### config.mk
export PLATFORM = sky130hd
export DESIGN_NAME = snoop_responder
export DESIGN_NICKNAME = d
export VERILOG_FILES = /design/src/rtl/snoop_responder_pkg.sv /design/src/rtl/snoop_way_match.sv /design/src/rtl/snoop_responder.sv
export SDC_FILE = /design/constraint.sdc
export NUM_CORES = 1
export LEC_CHECK = 0
export ABC_AREA = 1
export BUFFER_PORTS_ARGS = -buffer_cell sky130_fd_sc_hd__buf_4
export CORE_UTILIZATION = 48
export CTS_CLUSTER_DIAMETER = 60
export CTS_CLUSTER_SIZE = 24
export DETAILED_ROUTE_END_ITERATION = 8
export PLACE_DENSITY = 0.76
export SYNTH_ARGS = -nofsm -noshare
export SYNTH_HDL_FRONTEND = slang
export SYNTH_HIERARCHICAL = 1
export SYNTH_SLANG_ARGS = --single-unit
### constraint.sdc
create_clock -name clk -period 3 [get_ports clk]
set_clock_uncertainty 0.2 [all_clocks]
set_input_delay 0.15 -clock clk [delete_from_list [all_inputs] [get_ports clk]]
set_output_delay 0.15 -clock clk [all_outputs]
set_load 0.03 [all_outputs]
### src/rtl/snoop_responder_pkg.sv
// Shared types for the snoop responder: address and cache-line layout, MESI states,
// snoop operation/result encodings and a saturating counter helper.
package my_struct_package;

  localparam int unsigned ADDR_W = 32;
  localparam int unsigned TAG_W  = 12;
  localparam int unsigned SET_W  = 14;
  localparam int unsigned OFF_W  = 6;
  localparam int unsigned WAYS   = 8;
  localparam int unsigned IDX_W  = $clog2(WAYS);
  localparam int unsigned LRU_W  = 3;
  localparam int unsigned CNT_W  = 32;

  typedef enum logic [1:0] {
    MESI_I = 2'b00,
    MESI_S = 2'b01,
    MESI_E = 2'b10,
    MESI_M = 2'b11
  } mesi_t;

  typedef struct packed {
    logic [TAG_W-1:0] tag;
    logic [SET_W-1:0] set;
    logic [OFF_W-1:0] offset;
  } address_t;

  typedef struct packed {
    logic [TAG_W-1:0] tag;
    mesi_t            mesi_bits;
    logic [LRU_W-1:0] lru;
  } cache_line_t;

  typedef enum logic [1:0] {
    READ       = 2'b00,
    WRITE      = 2'b01,
    INVALIDATE = 2'b10,
    RWIM       = 2'b11
  } snoop_op_t;

  typedef enum logic [1:0] {
    HIT   = 2'b00,
    HITM  = 2'b01,
    NOHIT = 2'b10
  } snoop_result_t;

  function automatic logic [CNT_W-1:0] sat_inc(input logic [CNT_W-1:0] v);
    return (v == {CNT_W{1'b1}}) ? v : v + CNT_W'(1);
  endfunction

endpackage

### src/rtl/snoop_way_match.sv
// Combinational tag compare across the ways of one set: one-hot match,
// lowest matching way index and a flag when more than one way matches.
module snoop_way_match
  import my_struct_package::*;
(
  input  logic  [WAYS-1:0][TAG_W-1:0] way_tag,
  input  mesi_t [WAYS-1:0]            way_mesi,
  input  logic  [TAG_W-1:0]           tag,
  output logic  [WAYS-1:0]            match_c,
  output logic  [IDX_W-1:0]           sel_idx_c,
  output logic                        any_hit_c,
  output logic                        multi_hit_c
);

  always_comb begin
    match_c = '0;
    for (int unsigned w = 0; w < WAYS; w++) begin
      match_c[w] = (way_mesi[w] != MESI_I) && (way_tag[w] == tag);
    end
  end

  // Scan downwards so the lowest matching way wins.
  always_comb begin
    sel_idx_c = '0;
    for (int w = int'(WAYS) - 1; w >= 0; w--) begin
      if (match_c[w]) sel_idx_c = IDX_W'(w);
    end
  end

  assign any_hit_c   = |match_c;
  assign multi_hit_c = |(match_c & (match_c - WAYS'(1)));

endmodule

### src/rtl/snoop_responder.sv
// MESI snoop responder: looks up a captured set, downgrades the hit way, optionally
// writes back a modified line. SNOOP_STATS_EN adds saturating result/write-back counters.
module snoop_responder
  import my_struct_package::*;
(
  input  logic                        clk,
  input  logic                        rst,
  input  logic                        snoop_valid,
  output logic                        snoop_ready,
  input  snoop_op_t                   snoop_op,
  input  address_t                    snoop_addr,
  input  cache_line_t [WAYS-1:0]      line_in,
  output cache_line_t [WAYS-1:0]      line_out,
  output logic                        line_we,
  output logic                        result_valid,
  output snoop_result_t               snoop_result,
  output logic                        wb_valid,
  input  logic                        wb_ready,
  output logic [ADDR_W-1:0]           wb_addr,
  output logic                        protocol_err
`ifdef SNOOP_STATS_EN
  ,
  output logic [CNT_W-1:0]            cnt_hit,
  output logic [CNT_W-1:0]            cnt_hitm,
  output logic [CNT_W-1:0]            cnt_nohit,
  output logic [CNT_W-1:0]            cnt_wb
`endif
);

  typedef enum logic [1:0] {IDLE, LOOKUP, WRITEBACK, RESPOND} state_t;

  state_t                        state, next_state;
  snoop_op_t                     op_q;
  logic [TAG_W-1:0]              tag_q;
  logic [SET_W-1:0]              set_q;
  cache_line_t [WAYS-1:0]        line_q, line_next;
  logic [WAYS-1:0][TAG_W-1:0]    way_tag;
  mesi_t [WAYS-1:0]              way_mesi;
  logic [WAYS-1:0]               match;
  logic [IDX_W-1:0]              sel_idx;
  logic                          any_hit, multi_hit;
  mesi_t                         cur_mesi, new_mesi;
  snoop_result_t                 result_c;
  logic                          need_wb, err_c;
  logic                          unused_offset;

  assign unused_offset = ^snoop_addr.offset;

  always_comb begin
    way_tag  = '0;
    way_mesi = '{default: MESI_I};
    for (int unsigned w = 0; w < WAYS; w++) begin
      way_tag[w]  = line_q[w].tag;
      way_mesi[w] = line_q[w].mesi_bits;
    end
  end

  snoop_way_match u_match (
    .way_tag     (way_tag),
    .way_mesi    (way_mesi),
    .tag         (tag_q),
    .match_c     (match),
    .sel_idx_c   (sel_idx),
    .any_hit_c   (any_hit),
    .multi_hit_c (multi_hit)
  );

  // MESI transition, response and write-back decision for the selected way.
  always_comb begin
    cur_mesi = line_q[sel_idx].mesi_bits;
    new_mesi = cur_mesi;
    result_c = NOHIT;
    need_wb  = 1'b0;
    err_c    = multi_hit;
    if (any_hit) begin
      case (op_q)
        READ: begin
          case (cur_mesi)
            MESI_M:  begin new_mesi = MESI_S; need_wb = 1'b1; result_c = HITM; end
            MESI_E:  begin new_mesi = MESI_S; result_c = HIT; end
            MESI_S:  result_c = HIT;
            default: ;
          endcase
        end
        RWIM: begin
          case (cur_mesi)
            MESI_M:         begin new_mesi = MESI_I; need_wb = 1'b1; result_c = HITM; end
            MESI_E, MESI_S: begin new_mesi = MESI_I; result_c = HIT; end
            default: ;
          endcase
        end
        INVALIDATE: begin
          case (cur_mesi)
            MESI_M:         begin result_c = HITM; err_c = 1'b1; end
            MESI_E, MESI_S: begin new_mesi = MESI_I; result_c = HIT; end
            default: ;
          endcase
        end
        WRITE:   err_c = 1'b1;
        default: ;
      endcase
    end
    line_next = line_q;
    line_next[sel_idx].mesi_bits = new_mesi;
  end

  always_comb begin
    next_state = state;
    case (state)
      IDLE:      if (snoop_valid && snoop_ready) next_state = LOOKUP;
      LOOKUP:    next_state = need_wb ? WRITEBACK : RESPOND;
      WRITEBACK: if (wb_ready) next_state = RESPOND;
      RESPOND:   next_state = IDLE;
      default:   next_state = IDLE;
    endcase
  end

  // Outputs are registered from the next state so they line up with the state they belong to.
  always_ff @(posedge clk) begin
    if (rst) begin
      state        <= IDLE;
      snoop_ready  <= 1'b1;
      result_valid <= 1'b0;
      line_we      <= 1'b0;
      wb_valid     <= 1'b0;
      protocol_err <= 1'b0;
      snoop_result <= HIT;
      wb_addr      <= '0;
      line_out     <= '0;
      op_q         <= READ;
      tag_q        <= '0;
      set_q        <= '0;
      line_q       <= '0;
    end else begin
      state        <= next_state;
      snoop_ready  <= (next_state == IDLE);
      result_valid <= (next_state == RESPOND);
      line_we      <= (next_state == RESPOND);
      wb_valid     <= (next_state == WRITEBACK);
      protocol_err <= (state == LOOKUP) && err_c;
      if (state == IDLE && snoop_valid && snoop_ready) begin
        op_q   <= snoop_op;
        tag_q  <= snoop_addr.tag;
        set_q  <= snoop_addr.set;
        line_q <= line_in;
      end
      if (state == LOOKUP) begin
        line_out     <= line_next;
        snoop_result <= result_c;
        if (need_wb) wb_addr <= {tag_q, set_q, OFF_W'(0)};
      end
    end
  end

`ifdef SNOOP_STATS_EN
  always_ff @(posedge clk) begin
    if (rst) begin
      cnt_hit   <= '0;
      cnt_hitm  <= '0;
      cnt_nohit <= '0;
      cnt_wb    <= '0;
    end else begin
      if (result_valid) begin
        case (snoop_result)
          HIT:     cnt_hit   <= sat_inc(cnt_hit);
          HITM:    cnt_hitm  <= sat_inc(cnt_hitm);
          NOHIT:   cnt_nohit <= sat_inc(cnt_nohit);
          default: ;
        endcase
      end
      if (wb_valid && wb_ready) cnt_wb <= sat_inc(cnt_wb);
    end
  end
`endif

endmodule

# --- Word-level counts from Yosys, hierarchy flattened ---
# Index checks and enable logic that the tools add are counted.
totals:
  ff_bits: 334
  inputBits: 174
  out_inout_bits: 175
  wordCells: 144
classes:
  n_addsub: 1
  order_cmp: 2
  n_eq_ne: 19
  n_mux: 31
  bitwise_logic: 1
  reduce_logical: 32
ops:
  columns: ["cell", "n"]
  rows:
  - ["136-bit bitwise mux", 1]
  - ["12-bit == test", 8]
  - ["17-bit binary-select mux with 3-bit select", 1]
  - ["17-bit demux with 3-bit select", 1]
  - ["3-bit two-way mux", 8]
  - ["2-bit == test, second input constant", 8]
  - ["2-bit two-way mux", 8]
  - ["2-bit nonzero test", 8]
  - ["8-bit OR reduction", 2]
  - ["1-bit logical AND", 13]
  - ["5-bit two-way mux", 2]
  - ["8-bit AND", 1]
  - ["2-bit one-hot mux with 4 select lines", 1]
  - ["8-bit by 1-bit subtractor with 8-bit output, second input constant", 1]
  - ["2-bit by 1-bit == test with 1-bit output, second input constant", 3]
  - ["2-bit logical NOT", 3]
  - ["1-bit two-way mux", 6]
  - ["2-bit one-hot mux with 3 select lines", 1]
  - ["2-bit OR reduction", 3]
  - ["3-bit OR reduction", 2]
  - ["3-bit by 4-bit less-than comparator with 1-bit output, second input constant", 1]
  - ["2-bit one-hot mux with 2 select lines", 1]
  - ["3-bit by 1-bit >= comparator with 1-bit output, second input constant", 1]
  - ["1-bit one-hot mux with 2 select lines", 1]
  - ["2-bit AND reduction", 1]

# --- Longest topological paths before layout ---
# Gate-level depths: netlist of run 1.
logic_depth:
  word_depth: 19
  ltp_mapped: 29

# --- By module ---
# Netlist of run 1, hierarchy kept.
modules_own_cells:
  columns: ["mod", "instances", "cells_per_inst", "area_each_um2", "seq_area_each_um2"]
  rows:
  - ["snoop_responder", 1, 1419, 11818.8, 6686.4]
  - ["snoop_way_match", 1, 430, 1931.9, 0.0]

# --- Worst setup path before layout of run 1 ---
# No wires, ideal clock.
synth_timing:
  path_type: "reg2reg"
  from: "reg tag_q[3]"
  to: "reg wb_addr[15]"
  setup_ns: 0.118
  arrival_ns: 2.505
  t_required_ns: 2.682
  setup_slack_ns: 0.177
  path_stages_with_launch: 26
  path_cell_list: "dfxtp_1 > buf_4 > inv_2 > or2_0 > o211ai_1 > nor2_1 > nand2_1 > nand2_1 > nand2_1 > nand2_1 > nand2_1 > nand2_1 > a21oi_2 > buf_6 > nand2_1 > nand2_1 > nor2_2 > nor2_2 > nand2_4 > nand2_2 > inv_2 > nand3_2 > inv_4 > buf_6 > o21ai_1 > a21oi_2"
synth_via:
  elab_chain_len: 17
  elab_cells_between_ends: 32
  cone_classes: "9 x eq/ne; 13 x mux; 10 x reduce/logical"
synth_rtl:
  columns: ["item", "line", "rtl"]
  rows:
  - ["start, declared", "snoop_responder.sv:34", "logic [TAG_W-1:0] tag_q;"]
  - ["start signal, assigned", "snoop_responder.sv:143", "tag_q <= snoop_addr.tag;"]
  - ["12-bit == test", "snoop_way_match.sv:18", "match_c[w] = (way_mesi[w] != MESI_I) && (way_tag[w] == tag);"]
  - ["1-bit logical AND", "snoop_way_match.sv:18", null]
  - ["3-bit two-way mux (7 in a row)", "snoop_way_match.sv:26", "if (match_c[w]) sel_idx_c = IDX_W'(w);"]
  - ["3-bit two-way mux *", "snoop_way_match.sv:26", null]
  - ["via sel_idx[0]", "snoop_responder.sv:40", "logic [IDX_W-1:0] sel_idx;"]
  - ["17-bit binary-select mux with 3-bit select *", "snoop_responder.sv:70", "cur_mesi = line_q[sel_idx].mesi_bits;"]
  - ["5-bit two-way mux (not written as such) *", "snoop_responder.sv:70", null]
  - ["2-bit == test *", "snoop_responder.sv:78, snoop_responder.sv:86", null]
  - ["1-bit two-way mux *", "snoop_responder.sv:78, snoop_responder.sv:86", null]
  - ["1-bit two-way mux *", null, null]
  - ["1-bit two-way mux *", "snoop_responder.sv:75", "if (any_hit) begin"]
  - ["2-bit AND reduction (no source line) *", null, null]
  - ["end signal, assigned", "snoop_responder.sv:150", "if (need_wb) wb_addr <= {tag_q, set_q, OFF_W'(0)};"]
  - ["end, declared", "snoop_responder.sv:19", "output logic [ADDR_W-1:0] wb_addr,"]
# Mark *: on every way through the listed nets, which the timed path passes. The rest lies on a longest branch. The select of a mux whose other input is x is not followed.
# A chain may end at the register's enable or synchronous reset.

# --- Worst setup path in the final report of run 1 ---
layout_timing:
  from: "reg tag_q[5]"
  to: "reg wb_addr[12]"
# The elaborated chain is that of the path after synthesis.

==> key figures, run 1 <==
Power and ir drop
  – Maximum VDD drop: 0.538 mV
  – Cell Pwr Density: 1000 mW/mm^2
  – LEAKAGE: 8.70 nW
  – Total power: 0.0199 W

Clock tree
  – Clock buffer count from CTS: 24
  – Sink Count: 334
  – Worst skew pair latency: 0.55 ns
  – TritonCTS clock tree: done
  – CTS H-Tree Depth: 1
  – Largest buffer count on any clock path: 3
  – CTS root buffer: clkbuf_16
  – Worst-path clk slew: 0.09 ns

Global route
  – Vias in the first global route: 14075
  – First-pass GRT wire length: 72000 um
  – Initial antenna violation count: 2
  – Largest net degree at the start of global routing: 161
  – All-layer global routing usage: 0.311
  – GRT overflow: 0

Place
  – IO buf count: 336
  – Pre-CTS setup slack: -0.269 ns
  – DP HPWL: 31000 um
  – GPL Wtd Cong: 0.929

Floorplanning
  – Die height: 171 um
  – Site Rows: 61
  – Die width: 171 um
  – Core area: 0.0279 sq mm
  – Starting Density: 0.492
  – Die Area: 0.0293 sq mm
  – I/O Pins: 349

Worst setup path
  – Arrival @ worst endpoint: 3.48 ns
  – Worst Path Buf+Inv: 7
  – WS Path Type: reg -> reg
  – Critical Path Max Stage Delay: 0.34 ns
  – Critical path origin: tag_q[5]
  – Top delay family on crit path: simple AND/OR/NAND/NOR gates
  – Worst-path fanout max: 13
  – Critical path launch point type: flop
  – Reg2reg start: tag_q[5]
  – CP required: 3.28 ns
  – Most frequent CP cell: nand2_1
  – CP Capture Type: flop
  – Critical path's slowest cell: dfxtp_2

Timing
  – Final Max Tran Viols: 0
  – Final worst path period need: 3.20 ns
  – Tightest Pin Transition: 0.802 ns
  – Fin worst setup slack: -0.200 ns
  – Hold Vio Cnt, Final: 0
  – Fmax: 313 MHz
  – Hold_ws: 0.227 ns
  – RSZ-0062 raised after global routing: yes
  – Final Setup Violations: 46
  – Period utilization: 1.07
  – Worst slew margin: 0.465

Job
  – Max-Cap Viols: 0

Hold path
  – HP Start: line_in[6]
  – Tightest Hold Check Type: in -> reg

Layout
  – Fill cells: 2122
  – Post-layout net count: 2549
  – Area growth, synth to finish: 45.2%
  – Share of layout cells above drive strength 1: 0.241

Routing
  – Wire length per cell: 17.1 um
  – Wirelength, routed: 47400 um
  – Iteration-0 DRC Markers: 1009
  – Routed Antenna Nets: 0
  – First-pass iteration count of the detailed router: 5
  – Total number of vias: 14353
  – DR DRC count: 0
  – Via/cell ratio: 5.19

Yosys
  – Synthesized area per cell: 7.44 sq um
  – Synth Instances: 1846
  – Mapped Area: 0.0137 sq mm
  – Yosys warns: 6

Status
  – Failing checks: setup timing
  – Outcome: complete, but fails checks
[per-stage QoR]
step | setup TNS (ns) | instance area, sq um | std cells | util
2_1_floorplan | 0 | 13800 | 1851 | -
3_3_place_gp | -5.67 | 17000 | 2531 | 0.610
3_5_place_dp | -9.02 | 17000 | 2531 | 0.610
4_1_cts | -0.113 | 19700 | 2755 | 0.707
5_1_grt | -16.05 | 19900 | 2766 | 0.714
6_report | -3.94 | 19900 | 2768 | 0.714
[what timing repair did]
item | 4_1_cts | 5_1_grt
hold endpoints to repair | 186 | 0
endpoints found under the setup margin | 48 | 48
pin swaps | 11 | 20
hold buffers | 173 | 0
resized for setup | 41 | 31
buffers inserted | 6 | 6
cloned | 1 | 3
[worst register-to-register path: cells and delay by family, from the launching register on]
kind | cells | cell delay, ns
DFF | 1 | 0.34
and+or+nand+nor | 14 | 1.26
AOI/OAI and AO/OA | 4 | 0.48
buffers and inverters | 7 | 0.85
[worst paths after layout]
| path | slack, ns | to | depth (start not counted) |
|---|---|---|---|
| worst max-delay path | -0.20 | wb_addr[12] | 25 |
| worst min-delay path | 0.23 | line_q[6] | 4 |
| worst max register to register | -0.20 | wb_addr[12] | 25 |
| worst min register to register | 0.26 | set_q[7] | 2 |
[report_power, final]
part	internal, W	total [W]	switching, W
Clock	0.00166	0.00346	0.00180
Combinational	0.00355	0.00942	0.00587
Sequential	0.00597	0.00707	0.00110
[metal layers]
metal / vias up / share of wire / GRT usage / wire, um
li1: 7023 / - / - / -
met5: - / 0 / 0 / 0
met2: 543 / 0.49 / 0.545 / 23300
met4: 0 / 0.036 / 0.129 / 1720
met3: 108 / 0.069 / 0.0559 / 3280
met1: 6679 / 0.40 / 0.375 / 19100
[state kept, by name, indices dropped and copies added, names as in the netlist]
name          count
line_out        136
line_q          136
wb_addr          26
set_q            14
tag_q            12
op_q              2
snoop_result      2
state             2
protocol_err      1
result_valid      1
snoop_ready       1
wb_valid          1
[cell usage in the layout (no fill, tap or decap), types with 3 or more instances in the layout]
cell / n
buf_4: 424
a21oi_1: 345
dfxtp_1: 321
o21ai_0: 305
inv_1: 251
nand2_1: 248
dlygate4sd3_1: 173
nor2_1: 61
o21ai_1: 39
clkbuf_16: 26
nand2_2: 19
nand3_1: 13
buf_12: 11
xnor2_1: 11
buf_6: 9
xor2_1: 9
nor2_2: 8
dfxtp_4: 8
inv_4: 8
inv_2: 7
nor3_1: 6
o21ai_2: 6
o211ai_1: 6
nand4_1: 6
ha_1: 6
conb_1: 6
nor2_4: 5
dfxtp_2: 5
diode_2: 4
inv_6: 4
nand2_4: 4
clkinv_8: 4
clkinv_2: 4
clkinvlp_4: 4
a21oi_2: 3
[layout make-up]
cell class	count	area, sq um	share of cell area
Timing Repair Buffer	619	5290	0.265
Tap cell	378	473	0.0237
Inverter	270	1050	0.0526
Clock inverter	20	234	0.0117
Sequential cell	334	6720	0.337
Multi-Input combinational cell	1119	5570	0.279
Clock buffer	24	601	0.0301
Antenna cell	4	10.0	0.000502
Power figures use the tool's default switching activity.
==> run 2, diff against run 1 <==
Settings changed: CORE_UTILIZATION 48 to 53, PLACE_DENSITY 0.76 to 0.8.
Clock period 3 ns to 3.31 ns, I/O delays scaled along.
==> key figures, run 2 (synthesis results as in run 1) <==
Worst setup path
  – Critical path, cell by cell: buf_4, xor2_1, nor2_1, nand3_1, nor2_2, nand2_1, nand2_1, nand2_1, nand2_1, nand2_1, a21oi_2, buf_4, buf_6, nor2_1, nor2_2, nor2_4, nand2_4, nand2_2, inv_2, nand3_4, inv_8, buf_8, o21ai_2, a21oi_1
  – Reg2reg start: tag_q[0]
  – Reg2Reg Depth: 24 (-4.0%)
  – CP Capture Type: flop
  – WS Path Type: reg -> reg
  – Worst Path Buf+Inv: 6 (-1)
  – FF-to-FF End: wb_addr[12]
  – Critical path launch point type: flop
  – Reg2Reg Setup Slack: 0.10 ns (+0.30 ns)
  – Critical path's slowest cell: dfxtp_2
  – Top delay family on crit path: simple AND/OR/NAND/NOR gates
  – Critical path depth in cells: 24 (-4.0%)
  – CP required: 3.57 ns (+0.29 ns)
  – Worst-path fanout max: 9 (-4)
  – Most frequent CP cell: nand2_1
  – Critical Path Max Stage Delay: 0.35 ns (about the same)
  – Critical path origin: tag_q[0]
  – Arrival @ worst endpoint: 3.47 ns (about the same)

Timing
  – Final Max Tran Viols: 0 (unchanged)
  – Hold_ws: 0.246 ns (+0.0192 ns)
  – Tightest Pin Transition: 0.937 ns (+0.135 ns)
  – Final worst path period need: 3.21 ns (+0.00830 ns)
  – RSZ-0062 raised after global routing: yes
  – Total negative setup slack: 0 ns (+3.94 ns)
  – Period utilization: 0.969 (-0.0974)
  – Final Setup Violations: 0 (-100%)
  – Hold Vio Cnt, Final: 0 (unchanged)
  – Worst slew margin: 0.375 (-0.0902)
  – Fmax: 312 MHz (-0.26%)

Job
  – Max-Cap Viols: 0 (unchanged)

Place
  – GPL Wtd Cong: 0.922 (-0.75%)
  – Placement Cell Area: 0.0165 sq mm (-3.0%)
  – Post-Place Cells: 2429 (-4.0%)
  – IO buf count: 336 (unchanged)
  – DP HPWL: 29500 um (-4.7%)

Layout
  – Final Instance Area: 0.0195 sq mm (-2.4%)
  – Fill cells: 1747 (-18%)
  – Commonest non-fill, non-tap cell in the layout: buf_4
  – Area growth, synth to finish: 41.6%
  – Share of layout cells above drive strength 1: 0.224 (-0.0174)
  – Commonest non-fill, non-tap cells in the layout: buf_4, a21oi_1, dfxtp_1
  – Post-layout net count: 2493 (-2.2%)
  – Biggest registers after layout: line_out: 136 flops, line_q: 136 flops, wb_addr: 26 flops
  – Final non-filler cell total: 2663 (-3.8%)

Clock tree
  – Worst-path clk slew: 0.09 ns (about the same)
  – Sink Count: 334 (unchanged)
  – TritonCTS clock tree: done
  – Worst skew pair latency: 0.55 ns (about the same)
  – Largest buffer count on any clock path: 3 (unchanged)
  – Clock buffer count from CTS: 24 (unchanged)
  – CTS H-Tree Depth: 1 (unchanged)
  – CTS root buffer: clkbuf_16

Routing
  – Wirelength, routed: 47200 um (-0.47%)
  – First-pass iteration count of the detailed router: 6 (+1)
  – Via/cell ratio: 5.42 (+4.5%)
  – Iteration-0 DRC Markers: 1379 (+37%)
  – DR DRC count: 0 (unchanged)
  – Total number of vias: 14427 (+0.52%)
  – Routed Antenna Nets: 0 (unchanged)
  – Wire length per cell: 17.7 um (+3.5%)

Floorplanning
  – Die height: 163 um (-4.8%)
  – I/O Pins: 349 (unchanged)
  – Starting Density: 0.542 (+0.0506)
  – Die Area: 0.0266 sq mm (-9.3%)
  – Die width: 163 um (-4.8%)
  – Site Rows: 58 (-4.9%)
  – Core area: 0.0253 sq mm (-9.3%)

Hold path
  – Tightest Hold Check Type: in -> reg
  – Hold Path End: line_q[125]
  – HP Start: line_in[125]
  – Hold Crit Depth: 4 (unchanged)

Global route
  – Initial antenna violation count: 1 (-1)
  – GRT overflow: 0 (unchanged)
  – Largest net degree at the start of global routing: 241 (+50%)
  – First-pass GRT wire length: 70900 um (-1.6%)
  – Vias in the first global route: 13788 (-2.0%)
  – All-layer global routing usage: 0.336 (+0.0251)

Power and ir drop
  – LEAKAGE: 8.44 nW (-3.0%)
  – Total power: 0.0179 W (-10%)
  – Cell Pwr Density: 918 mW/mm^2 (-8.3%)
  – Maximum VDD drop: 1.06 mV (+98%)

Status
  – Outcome: finished clean
==> run 2: what timing repair did <==
action / CTS / global route
endpoints found under the hold margin: 186 / 0
setup endpoints to repair: 0 / 47
hold buffers: 171 / 0
resized for setup: 0 / 62
setup buffers: 0 / 13
==> run 2: worst max path at each step <==
| stage | end | slack, ns |
|---|---|---|
| 3_3_place_gp | wb_addr[15] | 0.15 |
| 4_1_cts | wb_addr[12] | 0.02 |
| 2_1_floorplan | wb_addr[15] | 0.49 |
| 6_report | wb_addr[12] | 0.10 |
| 5_1_grt | wb_addr[12] | -0.15 |
| 3_5_place_dp | wb_addr[12] | 0.06 |
==> run 2: power breakdown <==
| part | switching [W] | leakage (nW) | internal (W) |
|---|---|---|---|
| registers | 0.00101 | 2.74 | 0.00540 |
| logic | 0.00529 | 5.28 | 0.00285 |
| clock network | 0.00166 | 0.421 | 0.00164 |
| total | 0.00796 | 8.44 | 0.00989 |
==> run 2: area by class of cell <==
| type | instances | area [sq um] | share of cell area |
|---|---|---|---|
| sequential | 334 | 6700 | 0.345 |
| multi-input combinational | 1119 | 5590 | 0.287 |
| timing repair buffer | 562 | 4800 | 0.247 |
| inverter | 270 | 1040 | 0.0536 |
| clock buffer | 25 | 626 | 0.0322 |
| tap | 330 | 413 | 0.0212 |
| clock inverter | 19 | 262 | 0.0134 |
| timing repair inverter | 1 | 8.76 | 0.000450 |
| antenna | 3 | 7.51 | 0.000386 |
==> run 2: worst min-delay path, stage by stage <==
cell and delay (ns):
dlygate4sd3_1 0.52, buf_4 0.10, o21ai_0 0.07, a21oi_1 0.10
==> run 2: metal layers <==
layer / share of wire / global-route usage / routed length [um] / vias to the layer above
met1: 0.40 / 0.404 / 18600 / 6731
met2: 0.49 / 0.597 / 23200 / 648
li1: - / - / - / 6916
met5: 0 / 0 / 0 / -
met4: 0.041 / 0.141 / 1940 / 0
met3: 0.072 / 0.0502 / 3370 / 132
==> run 2: per-stage QoR <==
stage                     utilization  worst slack [ns]
after floorplan                     -             0.488
after global placement          0.652             0.153
after detailed placement        0.652            0.0551
after CTS                       0.755            0.0193
after global routing            0.768            -0.153
final                           0.768             0.102
